[config.mk]
export PLATFORM = sky130hd
export DESIGN_NAME = csr_state
export DESIGN_NICKNAME = d
export VERILOG_FILES = /design/src/rtl/enums_pkg.sv /design/src/rtl/csr_state_counter.sv /design/src/rtl/csr_state.sv
export SDC_FILE = /design/constraint.sdc
export NUM_CORES = 1
export LEC_CHECK = 0
export ABC_CLOCK_PERIOD_IN_PS = 2900
export CORE_AREA = 2 2 299 301
export DETAILED_ROUTE_END_ITERATION = 16
export DIE_AREA = 0 0 301 303
export PLACE_DENSITY_LB_ADDON = 0.05
export SKIP_CTS_REPAIR_TIMING = 1
export SYNTH_ARGS = -nofsm -noshare
export SYNTH_HDL_FRONTEND = slang
export SYNTH_SLANG_ARGS = --single-unit
[constraint.sdc]
create_clock -name clk -period 2.9 [get_ports clk]
set_input_delay 0.87 -clock clk [delete_from_list [all_inputs] [get_ports clk]]
set_output_delay 0.87 -clock clk [all_outputs]
set_load 0.02 [all_outputs]
[src/rtl/enums_pkg.sv]
// Shared machine-mode CSR types: trap causes, CSR addresses and the
// interrupt priority order used by the core's control path.
package enums;

    // mcause encodings; bit 31 marks an interrupt.
    typedef enum logic [31:0] {
        MCAUSE_INSTR_ADDR_MISALIGN = 32'h0000_0000,
        MCAUSE_INSTR_ACCESS_FAULT  = 32'h0000_0001,
        MCAUSE_ILLEGAL_INSTR       = 32'h0000_0002,
        MCAUSE_BREAKPOINT          = 32'h0000_0003,
        MCAUSE_LOAD_ADDR_MISALIGN  = 32'h0000_0004,
        MCAUSE_LOAD_ACCESS_FAULT   = 32'h0000_0005,
        MCAUSE_STORE_ADDR_MISALIGN = 32'h0000_0006,
        MCAUSE_STORE_ACCESS_FAULT  = 32'h0000_0007,
        MCAUSE_ECALL_M             = 32'h0000_000B,
        MCAUSE_MSI                 = 32'h8000_0003,
        MCAUSE_MTI                 = 32'h8000_0007,
        MCAUSE_MEI                 = 32'h8000_000B
    } mcause_t;

    // Machine-mode CSR addresses decoded by the csr access block.
    typedef enum logic [11:0] {
        CSR_MSTATUS       = 12'h300,
        CSR_MIE           = 12'h304,
        CSR_MTVEC         = 12'h305,
        CSR_MCOUNTINHIBIT = 12'h320,
        CSR_MSCRATCH      = 12'h340,
        CSR_MEPC          = 12'h341,
        CSR_MCAUSE        = 12'h342,
        CSR_MTVAL         = 12'h343,
        CSR_MIP           = 12'h344,
        CSR_MCYCLE        = 12'hB00,
        CSR_MINSTRET      = 12'hB02,
        CSR_MCYCLEH       = 12'hB80,
        CSR_MINSTRETH     = 12'hB82
    } csr_t;

    // Interrupt priority, highest first.
    localparam int IRQ_NUM = 3;
    localparam mcause_t IRQ_PRIORITY [IRQ_NUM] = '{MCAUSE_MEI, MCAUSE_MSI, MCAUSE_MTI};

endpackage

[src/rtl/csr_state_counter.sv]
// 64-bit free-running CSR counter; a load replaces the value outright and
// suppresses the increment for that cycle.
module csr_counter (
    input  logic        clk,
    input  logic        rst_n,
    input  logic        inc,
    input  logic        inhibit,
    input  logic        load,
    input  logic [63:0] load_val,
    output logic [63:0] count
);

    logic [63:0] count_next;

    // Load wins over increment; wrap at 2^64 is natural overflow.
    always_comb begin
        count_next = count;
        if (load) begin
            count_next = load_val;
        end else if (inc && !inhibit) begin
            count_next = count + 64'd1;
        end
    end

    // Counter register.
    always_ff @(posedge clk or negedge rst_n) begin
        if (!rst_n) begin
            count <= 64'd0;
        end else begin
            count <= count_next;
        end
    end

endmodule

[src/rtl/csr_state.sv]
// Machine-mode CSR state holder and trap sequencer. Holds the architectural
// CSR fields, commits the csr block's write-back bus, runs mcycle/minstret,
// performs trap entry / mret and reports pending interrupts.
module csr_state
    import enums::*;
#(
    parameter logic [31:0] RESET_MTVEC = 32'h0000_0100
) (
    input  logic        clk,
    input  logic        rst_n,
    input  logic        csr_we,
    input  logic        mie_next,
    input  logic        mpie_next,
    input  logic        mtie_next,
    input  logic        msie_next,
    input  logic        meie_next,
    input  logic [31:2] mtvec_base_next,
    input  logic [63:0] mcycle_next,
    input  logic [63:0] minstret_next,
    input  logic        mcycle_inhibit_next,
    input  logic        minstret_inhibit_next,
    input  logic [31:0] mscratch_next,
    input  logic [31:0] mepc_next,
    input  mcause_t     mcause_next,
    input  logic [31:0] mtval_next,
    output logic        mie,
    output logic        mpie,
    output logic        mtie,
    output logic        msie,
    output logic        meie,
    output logic [31:2] mtvec_base,
    output logic [63:0] mcycle,
    output logic [63:0] minstret,
    output logic        mcycle_inhibit,
    output logic        minstret_inhibit,
    output logic [31:0] mscratch,
    output logic [31:0] mepc,
    output logic [31:0] mtval,
    output mcause_t     mcause,
    input  logic        mtip,
    input  logic        msip,
    input  logic        meip,
    input  logic        instr_retired,
    input  logic        trap_req,
    input  mcause_t     trap_cause,
    input  logic [31:0] trap_pc,
    input  logic [31:0] trap_val,
    input  logic        mret,
    output logic        irq_pending,
    output mcause_t     irq_cause,
    output logic        redirect_valid,
    output logic [31:0] redirect_pc
);

    // A trap or mret in the same cycle swallows the CSR write completely.
    logic csr_commit;
    assign csr_commit = csr_we && !trap_req && !mret;

    // Index 0 = mcycle, index 1 = minstret.
    logic [1:0]  cnt_inc;
    logic [1:0]  cnt_inhibit;
    logic [63:0] cnt_load_val [2];
    logic [63:0] cnt_value [2];

    assign cnt_inc         = {instr_retired && !trap_req, 1'b1};
    assign cnt_inhibit     = {minstret_inhibit, mcycle_inhibit};
    assign cnt_load_val[0] = mcycle_next;
    assign cnt_load_val[1] = minstret_next;

    generate
        for (genvar gi = 0; gi < 2; gi++) begin : g_cnt
            csr_counter u_cnt (
                .clk      (clk),
                .rst_n    (rst_n),
                .inc      (cnt_inc[gi]),
                .inhibit  (cnt_inhibit[gi]),
                .load     (csr_commit),
                .load_val (cnt_load_val[gi]),
                .count    (cnt_value[gi])
            );
        end
    endgenerate

    assign mcycle   = cnt_value[0];
    assign minstret = cnt_value[1];

    // Architectural state and redirect pulse: trap > mret > CSR write.
    always_ff @(posedge clk or negedge rst_n) begin
        if (!rst_n) begin
            mie              <= 1'b0;
            mpie             <= 1'b0;
            mtie             <= 1'b0;
            msie             <= 1'b0;
            meie             <= 1'b0;
            mtvec_base       <= RESET_MTVEC[31:2];
            mcycle_inhibit   <= 1'b0;
            minstret_inhibit <= 1'b0;
            mscratch         <= 32'd0;
            mepc             <= 32'd0;
            mtval            <= 32'd0;
            mcause           <= MCAUSE_INSTR_ADDR_MISALIGN;
            redirect_valid   <= 1'b0;
            redirect_pc      <= 32'd0;
        end else begin
            redirect_valid <= 1'b0;
            if (trap_req) begin
                mepc           <= {trap_pc[31:2], 2'b00};
                mcause         <= trap_cause;
                mtval          <= trap_val;
                mpie           <= mie;
                mie            <= 1'b0;
                redirect_valid <= 1'b1;
                redirect_pc    <= {mtvec_base, 2'b00};
            end else if (mret) begin
                mie            <= mpie;
                mpie           <= 1'b1;
                redirect_valid <= 1'b1;
                redirect_pc    <= mepc;
            end else if (csr_we) begin
                mie              <= mie_next;
                mpie             <= mpie_next;
                mtie             <= mtie_next;
                msie             <= msie_next;
                meie             <= meie_next;
                mtvec_base       <= mtvec_base_next;
                mcycle_inhibit   <= mcycle_inhibit_next;
                minstret_inhibit <= minstret_inhibit_next;
                mscratch         <= mscratch_next;
                mepc             <= mepc_next;
                mcause           <= mcause_next;
                mtval            <= mtval_next;
            end
        end
    end

    // Zero-latency interrupt status from registered enables and raw lines.
    assign irq_pending = mie && ((meip && meie) || (msip && msie) || (mtip && mtie));

    // Highest-priority pending enabled interrupt; MEI when none pending.
    always_comb begin
        irq_cause = MCAUSE_MEI;
        if (meip && meie) begin
            irq_cause = MCAUSE_MEI;
        end else if (msip && msie) begin
            irq_cause = MCAUSE_MSI;
        end else if (mtip && mtie) begin
            irq_cause = MCAUSE_MTI;
        end
    end

endmodule

# After elaboration in Yosys (flattened, before gate mapping)

Cells that the tools add are included.

Memories: 0
Memory bits (writable): 0
Memory bits (read-only): 0
Bits of input ports: 398
Flip-flop bits (word level): 326
Latch bits: 0
Output and inout port bits: 359
Logic and storage cells: 67

Reduce and logical (&&, ||, !) cells: 19
Bitwise gates (word level): 2
$add $sub $neg: 2
Order comparisons: 0
Equal/unequal tests: 2
Multiplexer cells: 26
Shift operators: 0
Div/mod/pow operators: 0
$mul: 0

Operator list:

| kind                    | number |
|---|---|
| $mux W32                | 11 |
| $mux W64                | 4 |
| $add A64 B1 Y64 const B | 2 |
| $mux W4                 | 3 |
| $logic_and A1 B1 Y1     | 8 |
| $mux W1                 | 8 |
| $reduce_bool A2 Y1      | 3 |
| $logic_not A1 Y1        | 3 |
| $reduce_and A3 Y1       | 1 |
| $reduce_bool A3 Y1      | 1 |
| $logic_or A1 B1 Y1      | 2 |
| $ne A2 B1 Y1 const B    | 1 |
| $ne A2 B2 Y1 const B    | 1 |
| $not A1 Y1              | 2 |
| $reduce_and A2 Y1       | 1 |

# Logic depth before layout (Yosys ltp)

Word-level depth: 5
Depth in mapped cells: 9
Depth with buffers taken out: 7

# Hierarchy

From an unflattened synthesis, not the netlist that was laid out.

Cells, all modules: 1590
Area, all modules: 17025.1 sq um

By module, submodules not included:

| module                        | cells each | area an instance (sq um) | times used | seq. area each (sq um) |
|---|---|---|---|---|
| csr_state                     | 640        | 9116.2                   | 1          | 4956.0 |
| csr_counter at g_cnt[1].u_cnt | 508        | 4113.9                   | 1          | 1601.5 |
| csr_counter at g_cnt[0].u_cnt | 442        | 3794.9                   | 1          | 1601.5 |

# Least setup slack after synthesis

Ideal clock, no wire load.

Path kind: input port to flip-flop
From: in trap_req
To: reg g_cnt[1].u_cnt.count[53]
Path slack: 0.152 ns
Cell stages on the path: 6
Arrival time: 2.623 ns
Data required time: 2.775 ns
Cell sequence: or3b_1 or3_1 nor4_1 nand4_1 xnor2_1 mux2_2

Cells in the longest elaborated chain, start to end: 4
Elaborated cells on any way between the ends: 7

Ends and longest elaborated chain:

| what                                           | RTL line                                 | source |
|---|---|---|
| start: declaration                             | csr_state.sv:44                          | `input logic trap_req,` |
| $logic_not A1 Y1 (*)                           | csr_state.sv:57, csr_state.sv:65         |  |
| $logic_and A1 B1 Y1, on equally long branches  | csr_state.sv:57, csr_state.sv:65         |  |
| $logic_and A1 B1 Y1, on equally long branches  | csr_state.sv:57, csr_state_counter.sv:20 |  |
| $mux W64 or $reduce_bool A2 Y1 (tied branches) | --                                       |  |
| end signal: assignment                         | csr_state_counter.sv:30                  | `count <= count_next;` |
| end: declaration                               | csr_state_counter.sv:10                  | `output logic [63:0] count` |

Every way passes the cells marked *; elsewhere a longest branch is shown, timed or not.
A chain may end at the register's enable or synchronous reset.

# Worst setup path after layout

From: in msip
To: out irq_cause[2]

Cells in the longest elaborated chain, start to end: 3

Ends and longest elaborated chain:

| what                | RTL line         | source |
|---|---|---|
| start: declaration  | csr_state.sv:41  | `input logic msip,` |
| $logic_and A1 B1 Y1 | csr_state.sv:144 | `end else if (msip && msie) begin` |
| $mux W4             | csr_state.sv:144 |  |
| $mux W4             | csr_state.sv:142 | `if (meip && meie) begin` |
| end: declaration    | csr_state.sv:50  | `output mcause_t irq_cause,` |

Every way passes these cells.

==> impl_metrics.yaml <==
sta:
  clock_skew_ps: 12.0
  slew_headroom_pct: 42.9
  post-route-period-util_pct: 98.5
  finalWorstSetupSlack_ps: 43.8
  tns_ps: 0
  setup_viol: 0
  worst-slew-pin-transition_ps: 857
  rsz0062_at_grt: "no"
  final_max_slew_viol_count: 0
  fmax_mhz: 350
  post-route-min-period_ps: 2860
  hold_viol: 0
cts:
  clock_latency_ps: 570
  numCtsBuffers: 46
  root_buffer: "clkbuf_16"
  tritoncts: "done"
  clkSlewWorstSetupHoldPaths_ps: 60
  htreeDepth: 2
  clk_path_buf_depth: 3
  cts.sinks: 326
finish:
  nFillCells: 9299
  final_cells: 3708
  nNetsFinal: 2907
  final_util_pct: 30.3
  area_growth_pct: 66.4
  drive_gt1_share_pct: 7.04
route:
  vias_per_cell: 4.13
  post_drt_wl_per_cell_um: 20.4
  antenna_left: 0
  dr.pass1.iters: 5
  drc: 0
  drtIter0Drc: 652
  num_vias: 15300
  wirelength_um: 75800
synth:
  ys_async_sr_fraction_pct: 100
  syn_area_um2: 16000
  synthCells: 1745
  ys_types: 49
  yosysWarnings: 0
  avgSynthCellArea_um2: 9.16
  ys.flop_type: "dfrtp_1"
  synth-edff-count: 0
  ys_seq_area_share_pct: 51.0
  ys_ff_latch: 326
global_routing:
  grt_max_degree: 119
  grt_pass1_vias: 16000
  top_usage_layer: "met2"
  grt_pass1_wl_um: 109000
  grt_antenna_before_repair: 8
  use_met3_pct: 5.85
  grt-ovfl-total: 0
  grt_use_met2_pct: 27.8
  grt_use_total_pct: 16.1
  global_route.usage.met1_pct: 18.7
power:
  seqPwrFrac_pct: 36.9
  power.density_nw_per_um2: 620
  p_sw_mw: 5.47
  ir_drop_mv: 0.327
  p_leak_nw: 10.8
  switching_share_pct: 33.1
  internal_power_mw: 11.0
  clkPwrFrac_pct: 34.5
  finalPower_mw: 16.5
  comb_power_share_pct: 28.6
place:
  dpl.hpwl_um: 60000
  port-buffer-count: 724
  place.gp.congestion: 0.808
  post-place-ws_ps: -508
  dp.cells: 3624
die:
  core-area_um2: 88000
  io-pin-count: 757
  die_x_um: 301
  dieArea_um2: 91200
  rows: 109
  initial_core_util_pct: 18.2
  die_h_um: 303
worst_setup_path:
  startpoint_type: "input port"
  path_class: "input port to primary output"
  timing.critical_path.arrival_ps: 1990
  cp.required_ps: 2030
  cp-end-kind: "primary output"
  worst-path-max-fanout: 3
hold_path:
  hp-class: "input port to async pin"
job:
  drv_cap: 0
run_status:
  status: "finished clean"
[kinds of logic after synthesis]
| family | Yosys count | synth area share, % |
|---|---|---|
| other | 2 | 0.0470 |
| muxes | 139 | 8.76 |
| buffers and inverters | 130 | 3.79 |
| and+or+nand+nor | 773 | 21.5 |
| xor gates and xnor gates | 122 | 6.68 |
| AOI/OAI and AO/OA | 251 | 8.00 |
| DFF | 326 | 51.0 |
| adders and majority gates | 2 | 0.156 |
[registers in the layout (all words and copies together) (netlist names)]
| name | cells |
|---|---|
| mscratch | 32 |
| g_cnt.u_cnt.count | 128 |
| minstret_inhibit | 1 |
| mcycle_inhibit | 1 |
| meie | 1 |
| mie | 1 |
| mtvec_base | 30 |
| redirect_valid | 1 |
| msie | 1 |
| mtval | 32 |
| mepc | 32 |
| mtie | 1 |
| mpie | 1 |
| redirect_pc | 32 |
| mcause | 32 |
[final timing paths]
kind,start,end,slack (ps),cells past startpoint
worst max-delay path,msip,irq_cause[2],40,5
worst min-delay path,rst_n,g_cnt[1].u_cnt.count[36],240,1
min in group clk,mscratch[16],mscratch[16],470,2
worst max register to register,g_cnt[1].u_cnt.count[13],g_cnt[1].u_cnt.count[57],410,6
worst min register to register,mscratch[16],mscratch[16],470,2
max in group asynchronous,rst_n,mtvec_base[20],1820,3
[cells in the mapped netlist (all sizes together), types with 5 or more instances]
| library cell | instances | share of area (%) |
|---|---|---|
| or4 | 5 | 0.26 |
| buf | 37 | 1.6 |
| xnor2 | 81 | 4.4 |
| dfrtp | 325 | 51 |
| nor3 | 32 | 1.0 |
| o21ai | 219 | 6.9 |
| and3 | 22 | 0.86 |
| nand2 | 481 | 11 |
| clkbuf | 80 | 1.9 |
| nand3 | 62 | 2.0 |
| nor4 | 25 | 1.1 |
| nor2 | 69 | 1.6 |
| mux2i | 131 | 8.2 |
| a21oi | 24 | 0.75 |
| or3 | 5 | 0.20 |
| inv | 13 | 0.31 |
| xor2 | 41 | 2.2 |
| nand4 | 38 | 1.5 |
| mux2 | 8 | 0.56 |
| and4 | 7 | 0.38 |
[power by group through the flow]
stage                     combinational, mW  sequential (mW)  clock (mW)
after floorplan                        1.15             6.84           0
after global placement                 4.83             6.15           0
after global routing                   5.09             6.22        6.08
final                                  4.73             6.09        5.69
after CTS                              4.83             6.11        5.93
after detailed placement               4.82             6.17           0
[placed cells by master (no fill, tap or decap), types with 30 or more instances in the layout]
cell type	instances
xor2_1	41
dfrtp_1	325
clkbuf_16	47
xnor2_1	81
o21ai_0	219
nor2_1	68
clkdlybuf4s50_1	717
nor3_1	31
conb_1	30
nand3_1	60
buf_4	61
nand4_1	37
nand2_1	479
mux2i_1	131
[critical path: stages]
cell,delay (ps)
clkdlybuf4s50_1,520
nand2_4,100
buf_12,150
and3b_1,180
buf_4,160
[layout make-up]
class	count	area [um2]	area share [%]
antenna	1	2.50	0.00940
tap	1165	1460	5.48
sequential	326	8160	30.7
clock buffer	71	1390	5.21
clock inverter	12	118	0.442
inverter	13	48.8	0.183
multi-input combinational	1317	7370	27.7
timing repair buffer	803	8080	30.4
[metal layers]
layer  up-vias  wire [um]
met5         -         55
met4        10       1860
met3        88       6590
met2       510      37300
met1      7305      30000
li1       7391          -
[stage by stage]
stage,hold WS (ps),cell area (um2)
3_5_place_dp,461,25100
2_1_floorplan,498,16100
4_1_cts,253,26600
6_report,239,26600
3_3_place_gp,460,25100
5_1_grt,266,26600
Power figures use the tool's default switching activity.
